$ cat src/rtl/ram_port_arbiter.sv
// ram_port_arbiter: two-master arbiter in front of a single RAM port.
// The grant is combinational, so one access can be accepted every cycle.
// A master may hold ownership with lock, and a counter limits how long it
// can keep the port while the other master is waiting. A read returns its
// data one cycle later, steered to the master that issued it.
module ram_port_arbiter #(
    parameter int unsigned ADDRESS_WIDTH = 32,
    parameter int unsigned BYTES         = 4,
    parameter int unsigned DATA_WIDTH    = 8 * BYTES,
    parameter int unsigned LOCK_MAX      = 16
) (
    input  logic                     clk,
    input  logic                     rst,

    input  logic                     m0_req,
    input  logic                     m0_we,
    input  logic [BYTES-1:0]         m0_be,
    input  logic [ADDRESS_WIDTH-1:0] m0_addr,
    input  logic [DATA_WIDTH-1:0]    m0_wdata,
    input  logic                     m0_lock,
    output logic                     m0_gnt,
    output logic                     m0_rvalid,
    output logic [DATA_WIDTH-1:0]    m0_rdata,

    input  logic                     m1_req,
    input  logic                     m1_we,
    input  logic [BYTES-1:0]         m1_be,
    input  logic [ADDRESS_WIDTH-1:0] m1_addr,
    input  logic [DATA_WIDTH-1:0]    m1_wdata,
    input  logic                     m1_lock,
    output logic                     m1_gnt,
    output logic                     m1_rvalid,
    output logic [DATA_WIDTH-1:0]    m1_rdata,

    output logic [ADDRESS_WIDTH-1:0] ram_addr,
    output logic [BYTES-1:0]         ram_be,
    output logic [DATA_WIDTH-1:0]    ram_wdata,
    output logic                     ram_we,
    input  logic [DATA_WIDTH-1:0]    ram_rdata
);

    localparam int unsigned CNT_W = $clog2(LOCK_MAX + 1);

    typedef enum logic [1:0] {
        IDLE = 2'd0,
        OWN0 = 2'd1,
        OWN1 = 2'd2
    } state_t;

    state_t             state_q, state_d;
    logic               rr_q, rr_d;
    logic [CNT_W-1:0]   cnt_q, cnt_d;

    logic               lock_break;
    logic               arb_idle;
    logic               arb_rr;
    logic               win_vld;
    logic               win_sel;
    logic               win_we;
    logic               win_lock;

    logic               rvalid_q;
    logic               resp_sel_q;

    // State, round-robin pointer and lock counter registers.
    always_ff @(posedge clk) begin
        if (rst) begin
            state_q <= IDLE;
            rr_q    <= 1'b0;
            cnt_q   <= '0;
        end else begin
            state_q <= state_d;
            rr_q    <= rr_d;
            cnt_q   <= cnt_d;
        end
    end

    // Winner selection, grants and next-state / pointer / counter logic.
    always_comb begin
        state_d    = state_q;
        rr_d       = rr_q;
        cnt_d      = cnt_q;
        win_vld    = 1'b0;
        win_sel    = 1'b0;
        m0_gnt     = 1'b0;
        m1_gnt     = 1'b0;

        // Owner has used up its lock budget and the other master is waiting.
        lock_break = (cnt_q == CNT_W'(LOCK_MAX)) &&
                     (((state_q == OWN0) && m1_req) || ((state_q == OWN1) && m0_req));
        arb_idle   = (state_q == IDLE) || lock_break;
        // Outside IDLE the pointer is forced toward the non-owner.
        arb_rr     = (state_q == IDLE) ? rr_q : (state_q == OWN0);

        if (arb_idle) begin
            if (m0_req && m1_req) begin
                win_vld = 1'b1;
                win_sel = arb_rr;
            end else if (m0_req) begin
                win_vld = 1'b1;
                win_sel = 1'b0;
            end else if (m1_req) begin
                win_vld = 1'b1;
                win_sel = 1'b1;
            end
        end else begin
            case (state_q)
                OWN0: begin
                    win_vld = m0_req;
                    win_sel = 1'b0;
                end
                OWN1: begin
                    win_vld = m1_req;
                    win_sel = 1'b1;
                end
                default: begin
                    win_vld = 1'b0;
                    win_sel = 1'b0;
                end
            endcase
        end

        m0_gnt   = win_vld & ~win_sel;
        m1_gnt   = win_vld &  win_sel;
        win_we   = win_sel ? m1_we   : m0_we;
        win_lock = win_sel ? m1_lock : m0_lock;

        if (win_vld) begin
            if (win_lock) begin
                state_d = win_sel ? OWN1 : OWN0;
            end else begin
                state_d = IDLE;
                rr_d    = ~win_sel;
            end
        end else if (state_q != IDLE) begin
            // Owner stopped requesting: release and point at the other master.
            state_d = IDLE;
            rr_d    = (state_q == OWN0);
        end

        if (state_d != state_q) begin
            cnt_d = '0;
        end else if ((state_q != IDLE) && (cnt_q != CNT_W'(LOCK_MAX))) begin
            cnt_d = cnt_q + CNT_W'(1);
        end
    end

    // RAM port-A mux; master 0's inputs are presented when nobody wins.
    always_comb begin
        ram_addr  = win_sel ? m1_addr  : m0_addr;
        ram_be    = win_sel ? m1_be    : m0_be;
        ram_wdata = win_sel ? m1_wdata : m0_wdata;
        ram_we    = win_vld & win_we;
    end

    // Read response tracking: one pending read, target master in resp_sel_q.
    always_ff @(posedge clk) begin
        if (rst) begin
            rvalid_q   <= 1'b0;
            resp_sel_q <= 1'b0;
        end else begin
            rvalid_q <= win_vld & ~win_we;
            if (win_vld && !win_we) begin
                resp_sel_q <= win_sel;
            end
        end
    end

    // Both masters see the RAM read data; only rvalid is steered.
    always_comb begin
        m0_rvalid = rvalid_q & ~resp_sel_q;
        m1_rvalid = rvalid_q &  resp_sel_q;
        m0_rdata  = ram_rdata;
        m1_rdata  = ram_rdata;
    end

endmodule

$ cat config.mk
export PLATFORM = sky130hd
export DESIGN_NAME = ram_port_arbiter
export DESIGN_NICKNAME = d
export VERILOG_FILES = /design/src/rtl/ram_port_arbiter.sv
export SDC_FILE = /design/constraint.sdc
export NUM_CORES = 1
export LEC_CHECK = 0
export BUFFER_PORTS_ARGS = -buffer_cell sky130_fd_sc_hd__buf_2
export CELL_PAD_IN_SITES_DETAIL_PLACEMENT = 0
export CELL_PAD_IN_SITES_GLOBAL_PLACEMENT = 1
export CORE_AREA = 2 2 120 122
export CTS_CLUSTER_SIZE = 10
export DETAILED_ROUTE_END_ITERATION = 6
export DIE_AREA = 0 0 122 124
export PLACE_DENSITY_LB_ADDON = 0.1
export SYNTH_ARGS = -nofsm -noshare
export SYNTH_HDL_FRONTEND = slang
export SYNTH_SLANG_ARGS = --single-unit
$ cat constraint.sdc
create_clock -name clk -period 5.02 [get_ports clk]
set_clock_uncertainty 0.15 [all_clocks]
set_input_delay 1.004 -clock clk [delete_from_list [all_inputs] [get_ports clk]]
set_output_delay 1.004 -clock clk [all_outputs]
set_load 0.01 [all_outputs]
==> results of run 1 <==
-- cell type report --
type,count,area (um^2)
sequential,10,200
fill,1563,10800
inverter,7,26.3
multi-input combinational,136,1280
antenna,2,5.00
tap,180,225
clock buffer,4,88.8
timing repair buffer,219,1100
-- through the flow --
step                cells  instance area, um^2  total power, W  utilization
detailed placement    552                 2840        0.000418        0.207
CTS                   556                 2930        0.000583        0.213
global route          556                 2930        0.000606        0.213
finish                558                 2930        0.000568        0.214
floorplan             226                 2030        0.000319            -
global placement      552                 2840        0.000420        0.207
-- registers in the layout (all words and copies together), names as in the netlist --
| register | count |
|---|---|
| resp_sel_q | 1 |
| rvalid_q | 1 |
| state_q | 2 |
| cnt_q | 5 |
| rr_q | 1 |
-- cells in the mapped netlist --
master	number	area share
nor4b_1	1	0.0043
a21o_2	2	0.0086
nand3_1	2	0.0049
nor2_1	7	0.013
and4bb_2	1	0.0062
buf_4	65	0.24
a2111oi_4	1	0.014
buf_1	1	0.0018
o21ai_0	2	0.0049
a211oi_2	1	0.0062
a2111oi_2	1	0.0074
a21boi_1	1	0.0037
a21oi_2	1	0.0043
mux2_1	10	0.055
inv_1	7	0.013
o21a_1	1	0.0037
nor3b_1	1	0.0037
buf_6	1	0.0055
dfxtp_1	10	0.098
a22o_1	1	0.0043
o31ai_1	1	0.0037
mux2_2	58	0.32
xnor2_1	1	0.0043
nor4_1	5	0.015
mux2i_1	6	0.030
a221oi_2	1	0.0074
nand2_1	10	0.018
o31a_1	1	0.0043
nor2b_1	2	0.0062
buf_2	6	0.015
ha_1	5	0.031
a21oi_1	7	0.017
and2_1	2	0.0062
xor2_1	3	0.013
a22o_2	1	0.0049
-- tightest hold or removal path, delay by kind of cell (launching register included) --
family / cells / cell delay, ns
flops: 1 / 0.32
compound gates: 2 / 0.14
-- where the power goes --
part	switching (W)	total [W]	internal [W]
Sequential	0.00000393	0.0000880	0.0000841
Clock	0.0000390	0.000159	0.000120
Combinational	0.000156	0.000321	0.000165
-- routing by layer --
metal  part of all wire  vias to the layer above
met4             0.0067                        6
met1               0.35                      932
li1                   -                     1033
met3               0.10                       14
met2               0.53                      127
met5             0.0039                        -
-- cell usage in the layout, fill, tap and decap left out, types with 3 or more instances in the layout --
| master | n |
|---|---|
| buf_2 | 216 |
| mux2_2 | 58 |
| mux2_1 | 10 |
| nand2_1 | 10 |
| dfxtp_1 | 10 |
| inv_1 | 7 |
| nor2_1 | 7 |
| a21oi_1 | 7 |
| mux2i_1 | 6 |
| nor4_1 | 5 |
| ha_1 | 5 |
| xor2_1 | 3 |
| clkbuf_16 | 3 |
| buf_4 | 3 |
-- logic make-up after synthesis --
logic type / after synthesis
buf+inv: 80
fa+ha+maj: 5
compound gates: 22
xor+xnor: 4
simple gates: 31
flops: 10
mux: 74
-- worst min path at each step --
stage | start | endpoint | cells past startpoint
2_1_floorplan | resp_sel_q | resp_sel_q | 2
5_1_grt | state_q[1] | state_q[1] | 2
4_1_cts | resp_sel_q | resp_sel_q | 2
6_report | resp_sel_q | resp_sel_q | 2
3_5_place_dp | resp_sel_q | resp_sel_q | 2
3_3_place_gp | resp_sel_q | resp_sel_q | 2
==> impl_results.md, run 1 <==
- Port Buf Inserts: ~220
- Total number of H-tree levels: 1
- Max_cap viols: 0
- Critical Path Source: m0_req
- Post-Synthesis Cells: roughly 230
- Post-layout minimum cycle time: around 4.1 ns
- Skew-Pair Late Insertion Delay: 0.24 ns
- CP startpoint kind: input pin
- Worst slew margin: 0.584
- Post-Synth Adder-Cell Area: 0.0308
- Fmax: approximately 250 MHz
- Cell family with most CP delay: buffers and inverters
- Synthesis Warnings: 0
- Vias per cell: roughly 3.8
- Clock sinks: 10
- Initial Utilization: 0.148
- Lkg Pwr: approximately 1.5 nW
- Pre-CTS setup slack: roughly 0.91 ns
- Post_cts resized: 0
- Hpwl dp: 8.61 mm
- Final Hold Fails: 0
- Post-route DRC: 0
- Slew @ Worst Pin: approximately 0.62 ns
- Met3 usage: 0.0417
- Clock slew at reported path FFs: around 0.04 ns
- Number of global-route vias before repair: roughly 2,100
- PwrDens: between 150 and 200 nW/um^2
- Largest family of logic cells by synthesized area: multiplexers
- Outcome: completed
- Worst Path Required: roughly 3.9 ns
- Mapped cell area: approximately 2000 um^2
- Top-level I/O count: between 300 and 400
- Critical Path Slowest Stage Cell: buf_4
- Crit-path most repeated cell: buf_2
- Capture point of the critical path: ram_addr[3]
- DR iter-0 viols: slightly above 50
- Register area share after synthesis: 0.0985
- Setup tns final: 0 ns
- Num CTS Buffers: 3
- Critical Path End Type: output port
- Post-CTS Hold Buffers: 0
- Xor-xnor portion of the synthesized cell area: 0.0172
- GPL Wtd Cong: 0.789
- Simple-Gate Fraction of Synth Area: 0.0782
- Die height: ~120 um
- Worst Path Max Fanout: 40
- Total grt overflow: 0
- R2R setup slack: approximately 2.3 ns
- Row Count: 43
- Worst reg2reg path depth: 7
- Final setup fails: 0
- Postcts setup bufs: 0
- Core area: approximately 14,000 um^2
- Met2 usage: 0.222
- Mux cell area share after synthesis: 0.406
- Gr usage total: 0.115
- Largest net degree at the start of global routing: 41
- Syn nets: between 400 and 500
- CTS Root Cell: clkbuf_16
- Max stage delay on crit path: ~0.46 ns
- Crit path DAT: slightly below 3 ns
- CP cell instances: buf_2 -> a22o_1 -> a21o_2 -> a21oi_4 -> buf_4 -> mux2_2 -> buf_2
- Vias: approximately 2,100
- Setup slack after layout: about 0.95 ns
- CP Depth: 7
- Total routed wirelength: between 9 and 10 mm
- Final #Nets: 558
- CP Buf/Inv Count: 3
- Area growth syn-to-layout: 44.1%
- First-pass GRT wire length: 12.9 mm
- Reg2reg end: cnt_q[2]
- Final Cycle Share: 0.811
- Reg-to-Reg Start: state_q[0]
- Mean Syn Cell Area: 9.00 um^2
- Seq cells post-synth: 10
- Final Hold Slack: 0.361 ns
- Clock buffer depth: 2
- Die area: 15,100 um^2
- RSZ-0062 raised after global routing: false
- Die W: 122 um
- Grt peak-use layer: met2
- Synth unique cells: 35
- Initial antenna violation count: 5
- Worst min path class: flop to flop
- Slew Limit Fails: 0
- Drt pass-1 iters: 4
- Max IR drop VDD: around 110 uV
- TritonCTS clock tree: built
- Fraction of layout cells with a size suffix above 1: 0.771
- Routed WL per cell: approximately 17 um
- Crit path kind: input pin to output port
- GR Util met1: 0.121
- Post-route ant nets: 0
- Post-synthesis compound-gate area fraction: 0.0942
Power figures use the tool's default switching activity.
==> run 2, diff against run 1 <==
--- a/config.mk
+++ b/config.mk
@@ -5,13 +5,14 @@
 export SDC_FILE = /design/constraint.sdc
 export NUM_CORES = 1
 export LEC_CHECK = 0
+export ABC_AREA = 1
 export BUFFER_PORTS_ARGS = -buffer_cell sky130_fd_sc_hd__buf_2
 export CELL_PAD_IN_SITES_DETAIL_PLACEMENT = 0
 export CELL_PAD_IN_SITES_GLOBAL_PLACEMENT = 1
-export CORE_AREA = 2 2 120 122
+export CORE_AREA = 2 2 123 125
 export CTS_CLUSTER_SIZE = 10
 export DETAILED_ROUTE_END_ITERATION = 6
-export DIE_AREA = 0 0 122 124
+export DIE_AREA = 0 0 125 127
 export PLACE_DENSITY_LB_ADDON = 0.1
 export SYNTH_ARGS = -nofsm -noshare
 export SYNTH_HDL_FRONTEND = slang
==> constraint.sdc (replaced) <==
create_clock -name clk -period 4.05 [get_ports clk]
set_clock_uncertainty 0.15 [all_clocks]
set_input_delay 0.81 -clock clk [delete_from_list [all_inputs] [get_ports clk]]
set_output_delay 0.81 -clock clk [all_outputs]
set_load 0.01 [all_outputs]
==> impl_results.md, run 2 <==
- Outcome: completed
- GPL Wtd Cong: 0.873 (+11%)
- Syn nets: 573 (+41%)
- Max_cap viols: 0 (unchanged)
- Register area: 200 um^2 (unchanged)
- Reg-to-Reg Start: state_q[0]
- Fraction of registers with async set or reset after synthesis: 0 (unchanged)
- Total number of H-tree levels: 1 (unchanged)
- Clock sinks: 10 (unchanged)
- Final setup fails: 0 (unchanged)
- Post_cts resized: 0 (unchanged)
- Die W: 125 um (+2.5%)
- Top-level I/O count: 313 (unchanged)
- Min-Delay Path Depth: 2 (unchanged)
- Combinational share of power: 0.760 (+0.195)
- Min-Delay Endpoint: resp_sel_q
- Worst Min Path Start: resp_sel_q
- R2R setup slack: 1.56 ns (-0.74 ns)
- CP startpoint kind: flop
- Post-Synth Adder-Cell Area: 0.0289 (-0.00187)
- Area growth syn-to-layout: 40.2%
- Setup tns final: 0 ns (unchanged)
- Number of global-route vias before repair: 2,652 (+27%)
- Cell family with most CP delay: simple AND/OR/NAND/NOR gates
- Area share of the largest cell type after synthesis: 0.390 (+0.0689)
- Post-synthesis compound-gate area fraction: 0.0237 (-0.0705)
- Commonest non-fill, non-tap cell in the layout: nand2_1
- RSZ-0062 raised after global routing: false
- Fmax: ~300 MHz
- Die area: 15,900 um^2 (+4.9%)
- Sequential Power Share: 0.091 (-0.064)
- Routed WL per cell: 13.0 um (-25%)
- Post-route ant nets: 0 (unchanged)
- Seq cells post-synth: 10 (unchanged)
- Critical Path Slowest Stage Cell: nand2_4
- Top Registers: cnt_q (5), state_q (2)
- Most flops, register: cnt_q
- Simple-Gate Fraction of Synth Area: 0.533 (+0.455)
- Crit path kind: flop to output port
- Setup slack after layout: 0.623 ns (-0.327 ns)
- Post-synth top area cell: nand2_1
- CP Buf/Inv Count: 4 (+1)
- Largest family of logic cells by synthesized area: simple AND/OR/NAND/NOR gates
- CP Depth: 11 (+4)
- Max IR drop VDD: 113 uV (+3.3%)
- Reg2reg end: rr_q
- Total grt overflow: 0 (unchanged)
- Worst Path Max Fanout: 45 (+13%)
- Diodes inserted: 0 (-2)
- Port Buf Inserts: 216 (unchanged)
- Mapped cell area: 2160 um^2 (+6.5%)
- Total routed wirelength: 9.38 mm (-2.8%)
- Placed cell area: 2950 um^2 (+3.8%)
- Final Cycle Share: 0.846
- CP cell instances: inv_1 -> ha_1 -> inv_2 -> nand3_1 -> nand2_2 -> nand2_2 -> nand2_4 -> buf_12 -> nand2_1 -> nand2_1 -> buf_2
- DR iter-0 viols: 75 (+47%)
- Mean Syn Cell Area: 5.52 um^2 (-39%)
- Synthesis Warnings: 0 (unchanged)
- Drt pass-1 iters: 4 (unchanged)
- Slew @ Worst Pin: 0.556 ns (-0.0662 ns)
- Critical Path End Type: output port
- Hpwl dp: 7.85 mm (-8.9%)
- Postcts setup bufs: 0 (unchanged)
- Initial antenna violation count: 1 (-4)
- Post-CTS Hold Buffers: 0 (unchanged)
- Number of fillers in the final layout: 1,701 (+8.8%)
- Synth Flop Type: dfxtp_1
- Crit path DAT: 2.47 ns (-0.45 ns)
- Pre-CTS setup slack: 0.759 ns (-0.149 ns)
- Clock power share: 0.149 (-0.131)
- Post-Synthesis Cells: 392 (+73%)
- Cell-internal power: 0.000634 W (+72%)
- Num CTS Buffers: 3 (unchanged)
- Core area: 14,400 um^2 (+5.1%)
- Synth unique cells: 28 (-20%)
- Final #Nets: 719 (+29%)
- Top post-synthesis cells by count: 225 x nand2_1, 69 x buf_4, 18 x inv_1, 10 x dfxtp_1, 8 x nor2_1
- Clock buffer depth: 2 (unchanged)
- Clock slew at reported path FFs: 0.04 ns (about the same)
- Top cells by area, synth: nand2_1 39%, buf_4 24%, dfxtp_1 9.2%, inv_1 3.1%, ha_1 2.9%
- Slew Limit Fails: 0 (unchanged)
- Final Hold Fails: 0 (unchanged)
- Register area share after synthesis: 0.0925 (-0.00598)
- Sw Ratio: 0.524 (+0.174)
- Gr usage total: 0.108 (-0.00654)
- Worst min path class: flop to flop
- CTS Root Cell: clkbuf_16
- Fraction of layout cells with a size suffix above 1: 0.467 (-0.304)
- Vias: 2,745 (+30%)
- Max stage delay on crit path: 0.43 ns (-0.03 ns)
- Die height: 127 um (+2.4%)
- Skew-Pair Late Insertion Delay: 0.24 ns (about the same)
- Max reg flops: 5 (unchanged)
- Lkg Pwr: 1.88 nW (+27%)
- Number of enable flip-flop cells after synthesis: 0 (unchanged)
- Mux cell area share after synthesis: 0.00520 (-0.401)
- Vias per cell: 3.81 (+0.59%)
- Post-route DRC: 0 (unchanged)
- Worst reg2reg path depth: 13 (+6)
- Worst Path Required: 3.09 ns (-0.78 ns)
- Post-layout minimum cycle time: 3.43 ns
- Footprint of the multi-input gates: 1310 um^2 (+2.5%)
- Design area: 3030 um^2 (+3.5%)
- PwrDens: 440 nW/um^2 (+130%)
- Initial Utilization: 0.150 (+0.00187)
- Worst slew margin: 0.629 (+0.0447)
- Row Count: 44 (+2.3%)
- First-pass GRT wire length: 14.0 mm (+8.1%)
- Largest net degree at the start of global routing: 46 (+12%)
- Net load switching power: 0.000700 W (+250%)
- Xor-xnor portion of the synthesized cell area: 0.0162 (-0.00105)
- Most frequent cells in the layout: 225 x nand2_1, 216 x buf_2, 18 x inv_1, 10 x dfxtp_1, 8 x nor2_1
- Most frequent cell after synthesis: nand2_1
- TritonCTS clock tree: built
-- run 2: stage by stage --
stage / hold WS, ns / utilization / power [W] / cells
floorplan: 0.299 / - / 0.000806 / 392
global placement: 0.333 / 0.204 / 0.00117 / 717
detailed placement: 0.328 / 0.204 / 0.00117 / 717
CTS: 0.336 / 0.210 / 0.00137 / 721
global route: 0.372 / 0.210 / 0.00147 / 721
finish: 0.335 / 0.210 / 0.00133 / 721
-- run 2: tightest hold or removal path, cell delays in order (launching register included) --
cell and delay (ns):
dfxtp_1 0.32, nand2_1 0.08, a21oi_2 0.04
-- run 2: area by class of cell --
type	count	area share
Timing Repair Buffer	220	0.370
Inverter	20	0.0256
Sequential cell	10	0.0660
Clock buffer	4	0.0293
Multi-Input combinational cell	283	0.433
Tap cell	184	0.0759
-- run 2: metal layers --
metal  up-vias  wire length (um)  track usage
met5         -                 0            0
met1      1154              3650        0.127
met2       170              4570        0.188
met4         0               138       0.0222
li1       1405                 -            -
met3        16              1020       0.0419
-- run 2: kinds of logic (layout without fill, tap and decap cells) --
| family | after synthesis | count (layout) |
|---|---|---|
| xor+xnor | 4 | 4 |
| simple gates | 265 | 265 |
| compound gates | 8 | 8 |
| buf+inv | 99 | 244 |
| flops | 10 | 10 |
| mux | 1 | 1 |
| fa+ha+maj | 5 | 5 |
-- run 2: power groups by stage --
| stage | logic, W | clock network (W) | registers [W] |
|---|---|---|---|
| detailed placement | 0.00104 | 0 | 0.000124 |
| finish | 0.00101 | 0.000199 | 0.000122 |
| global route | 0.00115 | 0.000205 | 0.000124 |
| floorplan | 0.000685 | 0 | 0.000121 |
| CTS | 0.00105 | 0.000201 | 0.000122 |
| global placement | 0.00105 | 0 | 0.000124 |
-- run 2: how the worst max path moves through the flow --
| stage | from | endpoint | slack [ns] |
|---|---|---|---|
| 2_1_floorplan | m1_req | ram_addr[10] | 1.41 |
| 3_3_place_gp | m1_req | ram_wdata[28] | 0.78 |
| 3_5_place_dp | m1_req | ram_wdata[28] | 0.76 |
| 4_1_cts | state_q[1] | ram_wdata[28] | 0.60 |
| 5_1_grt | state_q[1] | ram_wdata[28] | 0.38 |
| 6_report | state_q[0] | ram_wdata[28] | 0.62 |
